## src/rtl/rolagem_mensagem_if.sv

```systemverilog
// rolagem_mensagem_if -- panel-side bundle of the frame generator.
//   ch1, ch0 : mode switches (raw, asynchronous to clk)
//   ru0..ru4 : row words for rows 0..4, bit 6 = leftmost column C0
//   pos      : current window start column (debug/verification)
// modport slave  : frame generator side (reads switches, drives rows)
// modport master : panel/controller side (drives switches, reads rows)
interface rolagem_mensagem_if;
  logic       ch1;
  logic       ch0;
  logic [6:0] ru0;
  logic [6:0] ru1;
  logic [6:0] ru2;
  logic [6:0] ru3;
  logic [6:0] ru4;
  logic [4:0] pos;

  modport slave (
    input  ch1, ch0,
    output ru0, ru1, ru2, ru3, ru4, pos
  );

  modport master (
    output ch1, ch0,
    input  ru0, ru1, ru2, ru3, ru4, pos
  );
endinterface

```

## src/rtl/rolagem_mensagem.sv

```systemverilog
// rolagem_mensagem -- frame generator for the 5x7 LED dot-matrix panel.
// Shows a fixed message (parameter ROM MSG, 5 bits per column) as blank,
// static, scrolling or blinking depending on the two panel switches.
//   clk : system clock, all state on the rising edge
//   rst : synchronous active-high reset
//   bus : rolagem_mensagem_if.slave (ch1/ch0 in; ru0..ru4, pos out)
module rolagem_mensagem #(
  parameter int                   MSG_LEN  = 24,
  parameter int                   STEP_DIV = 12_500_000,
  parameter logic [5*MSG_LEN-1:0] MSG      = {(5*MSG_LEN){1'b0}}
) (
  input  logic                 clk,
  input  logic                 rst,
  rolagem_mensagem_if.slave    bus
);

  localparam int              PW       = (STEP_DIV > 1) ? $clog2(STEP_DIV) : 1;
  localparam logic [PW-1:0]   PRE_LAST = PW'(STEP_DIV - 1);
  localparam logic [PW-1:0]   PRE_ONE  = PW'(1);
  localparam logic [4:0]      POS_LAST = 5'(MSG_LEN - 1);
  localparam logic [5:0]      LEN6     = 6'(MSG_LEN);

  typedef enum logic [1:0] {
    BLANK  = 2'b00,
    STATIC = 2'b01,
    SCROLL = 2'b10,
    BLINK  = 2'b11
  } modeT;

  // Seven-column window starting at column 'start'; row r, bit (6-k) = bit r
  // of message column (start + k) mod MSG_LEN. One subtraction suffices
  // because start < MSG_LEN and k <= 6 < MSG_LEN.
  function automatic logic [4:0][6:0] windowRows(input logic [4:0] start);
    logic [5:0]      idx;
    logic [4:0]      col;
    logic [4:0][6:0] rows;
    rows = {5{7'h00}};
    for (int k = 0; k < 7; k++) begin
      idx = {1'b0, start} + 6'(k);
      if (idx >= LEN6) begin
        idx = idx - LEN6;
      end else begin
        idx = idx;
      end
      col = 5'(MSG >> (5 * idx));
      for (int r = 0; r < 5; r++) begin
        rows[r][6-k] = col[r];
      end
    end
    return rows;
  endfunction

  logic [1:0]      chS1;
  logic [1:0]      chS2;
  modeT            modo;
  logic [PW-1:0]   preCnt;
  logic [4:0]      pos;
  logic            hidden;
  logic [4:0][6:0] rowR;

  modeT            modeNext;
  logic            modeChg;
  logic            tick;
  logic [PW-1:0]   preNext;
  logic [4:0]      posNext;
  logic            hiddenNext;
  logic [4:0][6:0] window;
  logic [4:0][6:0] rowNext;

  // Next-state and next-output logic; rows are built from the next-state
  // values so the registered outputs always match the registered pos/mode.
  always_comb begin
    modeNext   = modeT'(chS2);
    modeChg    = (modeNext != modo);
    tick       = (preCnt == PRE_LAST);
    preNext    = preCnt;
    posNext    = pos;
    hiddenNext = hidden;
    if (modeChg) begin
      // a tick landing on the mode-change edge is dropped
      preNext    = {PW{1'b0}};
      posNext    = 5'd0;
      hiddenNext = 1'b0;
    end else begin
      preNext = tick ? {PW{1'b0}} : preCnt + PRE_ONE;
      case (modo)
        SCROLL: begin
          hiddenNext = 1'b0;
          if (tick) begin
            posNext = (pos == POS_LAST) ? 5'd0 : pos + 5'd1;
          end else begin
            posNext = pos;
          end
        end
        BLINK: begin
          posNext = 5'd0;
          if (tick) begin
            hiddenNext = ~hidden;
          end else begin
            hiddenNext = hidden;
          end
        end
        default: begin
          posNext    = 5'd0;
          hiddenNext = 1'b0;
        end
      endcase
    end

    window  = windowRows(posNext);
    rowNext = window;
    case (modeNext)
      BLANK:   rowNext = {5{7'h00}};
      BLINK: begin
        if (hiddenNext) begin
          rowNext = {5{7'h00}};
        end else begin
          rowNext = window;
        end
      end
      default: rowNext = window;
    endcase
  end

  // Switch synchroniser, mode/prescaler/window state and registered rows.
  always_ff @(posedge clk) begin
    if (rst) begin
      chS1   <= 2'b00;
      chS2   <= 2'b00;
      modo   <= BLANK;
      preCnt <= {PW{1'b0}};
      pos    <= 5'd0;
      hidden <= 1'b0;
      rowR   <= {5{7'h00}};
    end else begin
      chS1   <= {bus.ch1, bus.ch0};
      chS2   <= chS1;
      modo   <= modeNext;
      preCnt <= preNext;
      pos    <= posNext;
      hidden <= hiddenNext;
      rowR   <= rowNext;
    end
  end

  assign bus.ru0 = rowR[0];
  assign bus.ru1 = rowR[1];
  assign bus.ru2 = rowR[2];
  assign bus.ru3 = rowR[3];
  assign bus.ru4 = rowR[4];
  assign bus.pos = pos;

endmodule

```

## src/flat_wrapper.sv

```systemverilog
// flat-port wrapper written by rule: the top's interface ports become plain ports
module rolagem_mensagem_flat 
#(
  parameter int                   MSG_LEN  = 24,
  parameter int                   STEP_DIV = 12_500_000,
  parameter logic [5*MSG_LEN-1:0] MSG      = {(5*MSG_LEN){1'b0}}
)
  (clk, rst, bus_ch1, bus_ch0, bus_ru0, bus_ru1, bus_ru2, bus_ru3, bus_ru4, bus_pos);
  rolagem_mensagem_if bus_i ();
  input  logic clk;
  input  logic rst;
  input wire logic [$bits(bus_i.ch1)-1:0] bus_ch1;
  input wire logic [$bits(bus_i.ch0)-1:0] bus_ch0;
  output wire logic [$bits(bus_i.ru0)-1:0] bus_ru0;
  output wire logic [$bits(bus_i.ru1)-1:0] bus_ru1;
  output wire logic [$bits(bus_i.ru2)-1:0] bus_ru2;
  output wire logic [$bits(bus_i.ru3)-1:0] bus_ru3;
  output wire logic [$bits(bus_i.ru4)-1:0] bus_ru4;
  output wire logic [$bits(bus_i.pos)-1:0] bus_pos;
  assign bus_i.ch1 = bus_ch1;
  assign bus_i.ch0 = bus_ch0;
  assign bus_ru0 = bus_i.ru0;
  assign bus_ru1 = bus_i.ru1;
  assign bus_ru2 = bus_i.ru2;
  assign bus_ru3 = bus_i.ru3;
  assign bus_ru4 = bus_i.ru4;
  assign bus_pos = bus_i.pos;
  rolagem_mensagem #(.MSG_LEN(MSG_LEN), .STEP_DIV(STEP_DIV), .MSG(MSG)) u_core (.clk(clk), .rst(rst), .bus(bus_i));
endmodule
```

## config.mk

```make
export PLATFORM = sky130hd
export DESIGN_NAME = rolagem_mensagem_flat
export DESIGN_NICKNAME = d
export VERILOG_FILES = /design/src/rtl/rolagem_mensagem_if.sv /design/src/rtl/rolagem_mensagem.sv /design/src/flat_wrapper.sv
export SDC_FILE = /design/constraint.sdc
export NUM_CORES = 1
export LEC_CHECK = 0
export ABC_AREA = 1
export BUFFER_PORTS_ARGS = -buffer_cell sky130_fd_sc_hd__buf_4
export CORE_ASPECT_RATIO = 0.75
export CORE_MARGIN = 5
export CORE_UTILIZATION = 40
export CTS_BUF_LIST = sky130_fd_sc_hd__clkbuf_2
export CTS_CLUSTER_DIAMETER = 50
export DETAILED_ROUTE_END_ITERATION = 12
export PLACE_DENSITY_LB_ADDON = 0.3
export SETUP_SLACK_MARGIN = 0.4
export SYNTH_ARGS = -nofsm -noshare
export SYNTH_HDL_FRONTEND = slang
export SYNTH_SLANG_ARGS = --single-unit
export TNS_END_PERCENT = 30
```

## constraint.sdc

```tcl
create_clock -name clk -period 1.6 [get_ports clk]
set_input_delay 0.48 -clock clk [delete_from_list [all_inputs] [get_ports clk]]
set_output_delay 0.48 -clock clk [all_outputs]
set_load 0.05 [all_outputs]
```

==> metrics.csv, run 1 <==
metric,value,unit
outcome,"finished, final reports clean",
Top Family by Delay on Critical Path,flip-flops,
root buffer cell,clkbuf_2,
"Setup violations, final",0,
Die Y,71.8,um
# IOs,44,
"Cell Area, Synth",0.00204,sq mm
fmax,700,MHz
mux cell area share after synthesis,0,%
register area share after synthesis,34.4,%
Tcrit/Tclk final,89.2,%
critical path's slowest cell,dfxtp_4,
proportion of layout cells with a drive suffix above 1,20.3,%
post-layout util,47.7,%
Ant. Diodes,0,
worst clock skew,0.0168,ns
hpwl dp,2920,um
"Avg Cell Area, Syn",6.86,sq um
DR vias,1666,
Area contributors post-synth,"dfxtp_1 (34%), buf_4 (13%), nand2_1 (11%)",
Total Power,1.88,mW
max-cap violation count,0,
Min-Delay Path Class,in -> reg,
Total GRT Usage,12.8,%
vias in the first global route,1523,
Synth Area in Simple Gates,34.3,%
setup TNS,0,ns
Overflow after GRT,0,
Final Hold Viols,0,
DRC errors left,0,
CTS Sinks,35,
DRT Wirelength,4120,um
Mapped Cells,297,
cts bufs inserted,5,
Hold EP,u_core.chS1[0],
Seq cells post-synth,35,
cell taking the most area after synthesis,dfxtp_1,
fin crit period,1.43,ns
Post-Layout Cell Count,380,
initial antenna violation count,0,
CP bufs+invs,1,
crit-path cells,buf_6,
Die Span X,92.4,um
Final Wtd Congestion,0.814,
Synth Area in Adders,1.23,%
CTS max path bufs,2,
ANT nets after route,0,
Yosys top cell area share,34.4,%
Post-synth top cells,"nand2_1 (62), nor2_1 (61), buf_4 (35), dfxtp_1 (35), inv_1 (35)",
input/output buffers,8,
number of synthesized flops with an enable pin,0,
Max H-tree Level,2,
clk slew on worst S/H paths,0.20,ns
hold_buf cts,0,
Post-Synth XOR/XNOR Area,5.59,%
Synth cell types,25,
yosys warns,0,
Peak VDD IR,383,uV
Worst R2R Start,u_core.preCnt[1],
Layout Nets,325,
crit-path max cell delay,0.40,ns
Crit Path Class,reg -> out,
Layout area overhead,15.5,%
Synth Area in Compound Gates,3.81,%
worst hold start,rst,
pwr dens,798,mW/mm^2
CP Data Required Time,1.12,ns
first-pass GRT wire length,6840,um
R2R Setup Slk,0.18,ns
Vias/cell,4.38,
leak pwr,0.973,nW
largest family of logic cells by synthesized area,simple AND/OR/NAND/NOR gates,
Synth Flop Type,dfxtp_1,
hold slack,0.261,ns
Iter 0 DRT Violations,67,
Die Footprint,0.00663,sq mm
max-slew violations,0,
unrepaired setup endpoints after global routing,yes,
CP max FO,3,
FP Rows,22,
Initial Util,41.3,%
first-pass iteration count of the detailed router,5,
"count leader, synth",nand2_1,
Startpoint Class,register,
Reg-to-Reg End,u_core.preCnt[17],
worst skew pair latency,0.39,ns
core area,0.00493,sq mm
CTS tree,yes,
Reg2Reg Depth,7,
largest net degree at the start of global routing,13,
Inst Count DP,365,
Post-synth ARST share,0,%
CP arrival,0.95,ns
Wirelength per Cell,10.9,um
Worst Hold Depth,2,
Setup crit end kind,primary output,
## metal layers
| layer | vias up | share of wire, % | track usage [%] |
|---|---|---|---|
| li1 | 877 | - | - |
| met1 | 732 | 51 | 17.9 |
| met2 | 52 | 43 | 18.9 |
| met3 | 5 | 5.6 | 3.25 |
| met4 | 0 | 1.0 | 4.94 |
| met5 | - | 0 | 0 |
## cell families (layout without fill, tap and decap cells)
group / Yosys count / count (layout)
compound gates: 14 / 14
flops: 35 / 35
xor+xnor: 13 / 13
fa+ha+maj: 2 / 2
simple gates: 160 / 161
buf+inv: 72 / 60
other cells: 1 / 35
## timing repair
| item | 4_1_cts | 5_1_grt |
|---|---|---|
| gates resized for setup | 11 | 19 |
| gates cloned | 1 | 0 |
| endpoints found under the setup margin | 34 | 34 |
| pin swaps | 1 | 5 |
| buffers inserted | 2 | 4 |
## stage by stage
| stage | instance area (sq um) | setup slack (ns) |
|---|---|---|
| floorplan | 2230 | 0.327 |
| global placement | 2100 | 0.138 |
| detailed placement | 2100 | 0.0931 |
| CTS | 2260 | 0.132 |
| global route | 2350 | 0.0893 |
| finish | 2350 | 0.172 |
## worst max path at each step
stage | start | endpoint | slack, ns | depth (start not counted)
floorplan | u_core.preCnt[1] | u_core.preCnt[13] | 0.33 | 8
global route | u_core.preCnt[19] | u_core.preCnt[18] | 0.09 | 7
finish | u_core.bus.pos[4] | bus_pos[4] | 0.17 | 1
detailed placement | rst | u_core.preCnt[19] | 0.09 | 6
CTS | u_core.bus.pos[1] | bus_pos[1] | 0.13 | 1
global placement | rst | u_core.preCnt[2] | 0.14 | 6
## cell type report
type / instances / area, sq um
Clock buffer: 5 / 25.0
Clock inverter: 3 / 67.6
Fill cell: 489 / 2570
Inverter: 35 / 131
Multi-Input combinational cell: 225 / 1170
Sequential cell: 35 / 733
Tap cell: 60 / 75.1
Timing Repair Buffer: 17 / 154
## flip-flops by register name, indices dropped and copies added, names as in the netlist
signal          flops
u_core.chS1         2
u_core.chS2         2
u_core.modo         2
u_core.bus.pos      5
u_core.preCnt      24
## where the power goes
| part | internal [mW] | switching, mW | total [mW] |
|---|---|---|---|
| clock | 0.420 | 0.326 | 0.746 |
| sequential | 0.875 | 0.00931 | 0.885 |
| combinational | 0.0263 | 0.221 | 0.248 |
## layout by cell type, fill, tap and decap left out, types with 2 or more instances in the layout
master	count
o21bai_1	2
dfxtp_2	8
nand2_8	2
ha_4	2
dfxtp_1	21
xnor2_1	4
buf_6	3
nor2_1	58
nand2_1	59
and2_1	2
xor2_1	9
nand3_1	15
clkbuf_2	5
a21oi_1	8
nor2_4	7
buf_8	2
bufinv_16	2
nor2_2	5
buf_4	12
o21ai_0	3
nand2_4	2
nand2_2	2
dfxtp_4	6
inv_1	34
conb_1	35
nand3_2	2
nand4_1	2
Note: power is estimated with default switching activity, not from simulation.
==> inputs of run 2 (changes only) <==
Settings changed: ABC_AREA 1 to 0.
==> run 2 against run 1 <==
- the flow now finishes with violations (setup timing)
- via count down 0.12%
- maximum frequency fell by 14%
- non-clock buffer count is 43 higher
- largest cell class unchanged
==> metrics.csv, run 2 <==
metric,value,unit,change
yosys warns,0,,unchanged
Largest Register,u_core.preCnt,,
Comb power frac,18.9,%,+5.7 points
input/output buffers,8,,unchanged
Min-Delay Path Class,in -> reg,,
CP max FO,6,,+3
Setup crit end kind,register,,
Mapped Cells,217,,-27%
DRC errors left,0,,unchanged
leak pwr,1.02,nW,+4.5%
Synth cell types,38,,+52%
Total Power,1.63,mW,-13%
most frequent cells in the layout,"buf_4 (45), conb_1 (35), dfxtp_2 (18)",,
Crit Path Class,reg -> reg,,
Post-synth top cells,"buf_4 (36), dfxtp_1 (35), nor2_1 (16)",,
Peak VDD IR,340,uV,-11%
top flop regs,"u_core.preCnt x24, u_core.bus.pos x5",,
"Avg Cell Area, Syn",8.80,sq um,+28%
Ant. Diodes,0,,unchanged
critical path's slowest cell,or4b_1,,
Wirelength per Cell,14.1,um,+30%
CP arrival,1.98,ns,+1.03 ns
crit-path cells,"nor4bb_4, nand4_1, buf_6, or4b_1, a21oi_1",,
Startpoint Class,register,,
fin crit period,1.65,ns,+0.226 ns
Top Family by Delay on Critical Path,simple AND/OR/NAND/NOR gates,,
Tcrit/Tclk final,103,%,+14 points
Inst Count DP,302,,-17%
reported net switching power,0.576,mW,+3.5%
Final Wtd Congestion,0.801,,-1.6%
register area share after synthesis,36.7,%,+2.3 points
vias in the first global route,1412,,-7.3%
proportion of layout cells with a drive suffix above 1,51.5,%,+31 points
root buffer cell,clkbuf_2,,
"Cell Area, Synth",0.00191,sq mm,-6.2%
FP Rows,21,,-4.5%
worst skew pair latency,0.39,ns,about the same
Post-Layout Cell Count,331,,-13%
first-pass iteration count of the detailed router,4,,-1
"count leader, synth",buf_4,,
Overflow after GRT,0,,unchanged
Layout Nets,279,,-14%
Area contributors post-synth,"dfxtp_1 (37%), buf_4 (14%), xor2_1 (5.0%)",,
failing checks,setup timing,,
cts bufs inserted,5,,unchanged
number of synthesized flops with an enable pin,0,,unchanged
CTS tree,yes,,
Sw Ratio,35.3,%,+5.7 points
largest net degree at the start of global routing,13,,unchanged
Die Footprint,0.00627,sq mm,-5.4%
max-cap violation count,0,,unchanged
Yosys top cell area share,36.7,%,+2.3 points
Clock power frac,26.6,%,-13 points
pwr dens,618,mW/mm^2,-23%
# IOs,44,,unchanged
Max H-tree Level,2,,unchanged
"most common cell after layout, fill and taps aside",buf_4,,
CTS max path bufs,2,,unchanged
DR vias,1664,,-0.12%
outcome,"complete, but fails checks",,
Pint,1.05,mW,-20%
core area,0.00455,sq mm,-7.7%
CP Data Required Time,1.93,ns,+0.81 ns
initial antenna violation count,0,,unchanged
Place WS,-0.0650,ns,-0.158 ns
Die Y,69.9,um,-2.7%
hpwl dp,2800,um,-4.0%
clk slew on worst S/H paths,0.20,ns,about the same
CTS Sinks,35,,unchanged
Vias/cell,5.03,,+15%
setup TNS,-0.103,ns,-0.103 ns
Total GRT Usage,12.9,%,+0.13 points
Post-synth ARST share,0,%,unchanged
Seq cells post-synth,35,,unchanged
"Setup violations, final",4,,+4
CP bufs+invs,1,,unchanged
crit-path max cell delay,0.46,ns,+0.06 ns
final setup margin,-0.0537,ns,-0.226 ns
Die Span X,89.8,um,-2.8%
worst clock skew,0.0120,ns,-0.00474 ns
sequential share of power,54.5,%,+7.4 points
Synth Flop Type,dfxtp_1,,
post-layout util,58.0,%,+10 points
Initial Util,42.0,%,+0.69 points
ANT nets after route,0,,unchanged
Layout area overhead,38.0,%,
Final Hold Viols,0,,unchanged
Iter 0 DRT Violations,62,,-7.5%
fmax,605,MHz,-14%
first-pass GRT wire length,6720,um,-1.7%
Largest register FFs,24,,unchanged
cell taking the most area after synthesis,dfxtp_1,,
unrepaired setup endpoints after global routing,yes,,
max-slew violations,0,,unchanged
DRT Wirelength,4660,um,+13%
==> run 2: path summary, 6_finish.rpt <==
check,endpoint,from,cells after the start,slack (ns)
worst max-delay path,u_core.bus.pos[0],u_core.preCnt[5],5,-0.05
worst min-delay path,u_core.chS1[0],rst,2,0.27
worst max register to register,u_core.bus.pos[0],u_core.preCnt[5],5,-0.05
worst min register to register,u_core.chS2[0],u_core.chS1[0],1,0.46
==> run 2: cells by family (layout without fill, tap and decap cells) <==
logic type | Yosys count | count (layout) | share of synthesized area, %
and+or+nand+nor | 82 | 83 | 25.5
adders and majority gates | 2 | 2 | 1.31
AOI/OAI and AO/OA | 34 | 34 | 10.9
buffers and inverters | 50 | 72 | 19.4
other | 1 | 35 | 0.196
DFF | 35 | 35 | 36.7
xor gates and xnor gates | 13 | 13 | 5.96
==> run 2: worst reg2reg max path: stages, from the launching register on <==
cell and delay [ns]:
dfxtp_4 0.40, nor4bb_4 0.28, nand4_1 0.16, buf_6 0.17, or4b_1 0.46, a21oi_1 0.14
==> run 2: layer usage <==
metal  wire [um]  global-route usage, %  up-vias
li1            -                      -      814
met2        2270                   19.3       41
met3         246                   3.43        7
met5           0                      0        -
met4          65                   4.53        0
met1        2080                   17.9      802
==> run 2: through the flow <==
stage	hold WS (ns)	instance area, sq um
after floorplan	0.414	2110
after global placement	0.419	2110
after detailed placement	0.430	2110
after CTS	0.242	2300
after global routing	0.249	2640
final	0.270	2640
==> run 2: timing repair <==
action / in CTS / in global routing
pin swaps: 13 / 16
endpoints found under the setup margin: 34 / 34
resized for setup: 31 / 59
hold buffers: 0 / 0
cloned: 0 / 1
setup buffers: 6 / 14
==> run 2: layout make-up <==
cell class	count	area, sq um
repair buffers	60	523
multi-input cells	167	1250
fillers	400	1910
well taps	57	71.3
clock inverters	3	20.0
flip-flops and latches	35	734
clock buffers	5	25.0
inverters	4	15.0
==> run 2: power by group through the flow <==
stage	combinational, mW	clock, mW	sequential (mW)
3_5_place_dp	0.252	0	0.912
5_1_grt	0.322	0.488	0.891
3_3_place_gp	0.251	0	0.911
2_1_floorplan	0.290	0	0.911
4_1_cts	0.266	0.450	0.892
6_report	0.308	0.434	0.888
==> inputs of run 3 (changes only) <==
Settings changed: SLEW_MARGIN from default to 10.
Clock period 1.6 ns to 2.04 ns, I/O delays scaled along.
==> run 3 against run 2 <==
- the run now ends clean
- flip-flop and latch count unchanged
- worst setup slack better by 0.44 ns
- cell area decreased by 19%
- sequential power decreased by 21%
- critical endpoint is now u_core.bus.pos[4]
==> metrics.csv, run 3 (synthesis gave the netlist of run 2 again) <==
metric,value,unit,change
crit-path max cell delay,0.52,ns,+0.06 ns
Crit Path Class,reg -> reg,,
worst clock skew,0.0198,ns,+0.00777 ns
unrepaired setup endpoints after global routing,yes,,
Multi-input gate area,0.00107,sq mm,-14%
Min-Delay Path Class,in -> reg,,
hpwl dp,2520,um,-10%
Overflow after GRT,0,,unchanged
CTS Sinks,35,,unchanged
DP Area,0.00189,sq mm,-10%
Setup crit end kind,register,,
crit-path cells,"ha_4, and4_4, nand2_2, or4_4, a21oi_2",,
"most common cell after layout, fill and taps aside",conb_1,,
core area,0.00455,sq mm,unchanged
Layout area overhead,12.3,%,
Largest Register,u_core.preCnt,,
Die Y,69.9,um,unchanged
Ant. Diodes,0,,unchanged
CP max FO,7,,+1
# IOs,44,,unchanged
fin crit period,1.65,ns,-0.000683 ns
first-pass GRT wire length,6070,um,-9.6%
Fill cells,465,,+16%
Total GRT Usage,11.7,%,-1.2 points
cts bufs inserted,5,,unchanged
outcome,"finished, final reports clean",,
hold slack,0.420,ns,+0.150 ns
leak pwr,0.810,nW,-20%
DR vias,1464,,-12%
input/output buffers,8,,unchanged
max-cap violation count,0,,unchanged
vias in the first global route,1307,,-7.4%
first-pass iteration count of the detailed router,4,,unchanged
critical path's slowest cell,or4_4,,
pwr dens,572,mW/mm^2,-7.4%
Die Footprint,0.00627,sq mm,unchanged
Startpoint Class,register,,
top flop regs,"u_core.preCnt x24, u_core.bus.pos x5",,
Iter 0 DRT Violations,64,,+3.2%
DRC errors left,0,,unchanged
setup TNS,0,ns,+0.103 ns
worst skew pair latency,0.38,ns,about the same
Die Span X,89.8,um,unchanged
Register Area,729,sq um,-0.68%
max-slew violations,0,,unchanged
ANT nets after route,0,,unchanged
Vias/cell,4.91,,-2.3%
Total Power,1.23,mW,-25%
Final Wtd Congestion,0.782,,-2.4%
proportion of layout cells with a drive suffix above 1,32.0,%,-20 points
clk slew on worst S/H paths,0.19,ns,about the same
root buffer cell,clkbuf_2,,
DRT Wirelength,3890,um,-17%
Max H-tree Level,2,,unchanged
CP Data Required Time,2.37,ns,+0.44 ns
Initial Util,42.0,%,unchanged
FP Rows,21,,unchanged
CTS max path bufs,2,,unchanged
initial antenna violation count,0,,unchanged
Layout Nets,246,,-12%
CP arrival,1.98,ns,about the same
Peak VDD IR,242,uV,-29%
largest net degree at the start of global routing,17,,+4
fmax,605,MHz,about the same
CTS tree,yes,,
post-route cell area,0.00215,sq mm,-19%
Post-Layout Cell Count,298,,-10%
Wirelength per Cell,13.0,um,-7.4%
Largest register FFs,24,,unchanged
most frequent cells in the layout,"conb_1 (35), buf_4 (23), dfxtp_2 (17)",,
"Setup violations, final",0,,-4
Inst Count DP,279,,-7.6%
Final Hold Viols,0,,unchanged
Tcrit/Tclk final,81.0,%,-22 points
-- run 3: changes by cell type in the layout (fill, tap and decap cells not counted), sizes merged --
| cell | delta |
|---|---|
| buf | -33 |
| clkbuf | +2 |
| clkinvlp | -2 |
-- run 3: critical path: cells and delay by family (launching register included) --
family	cells	cell delay, ns
and+or+nand+nor	3	0.91
DFF	1	0.39
adders and majority gates	1	0.16
AOI/OAI and AO/OA	1	0.14
-- run 3: through the flow --
step	utilization [%]	worst slack (ns)
after floorplan	-	0.429
after global placement	41.6	0.262
after detailed placement	41.6	0.201
after CTS	44.5	0.349
after global routing	47.2	0.287
final	47.2	0.387
-- run 3: worst paths after layout --
path                            slack (ns)  cells past startpoint                 to        startpoint
worst max-delay path                  0.39                      5  u_core.bus.pos[4]  u_core.preCnt[0]
worst min-delay path                  0.42                      2     u_core.modo[1]               rst
worst max register to register        0.39                      5  u_core.bus.pos[4]  u_core.preCnt[0]
worst min register to register        0.46                      1     u_core.chS2[1]    u_core.chS1[1]
-- run 3: layout make-up --
cell class                      count  area share, %
Clock buffer                        7           1.63
Clock inverter                      1          0.233
Inverter                            4          0.700
Multi-Input combinational cell    167           50.0
Sequential cell                    35           34.0
Tap cell                           57           3.32
Timing Repair Buffer               27           10.1
-- run 3: routing by layer --
layer / part of all wire (%) / wire length [um] / up-vias / track usage [%]
met2: 42 / 1650 / 38 / 16.2
met5: 0 / 0 / - / 0
li1: - / - / 743 / -
met4: 1.0 / 39 / 0 / 4.53
met1: 50 / 1960 / 678 / 16.6
met3: 6.3 / 243 / 5 / 3.97
-- run 3: report_power, final --
group          switching [mW]  leakage (nW)  internal [mW]
sequential            0.00647         0.293          0.691
combinational           0.169         0.484         0.0277
clock                   0.240        0.0330         0.0937
-- run 3: what timing repair did --
action	in CTS	in global routing
gates resized for setup	17	28
hold buffers	0	0
endpoints found under the setup margin	32	32
gates cloned	0	2
setup buffers	7	2
pin swaps	7	9
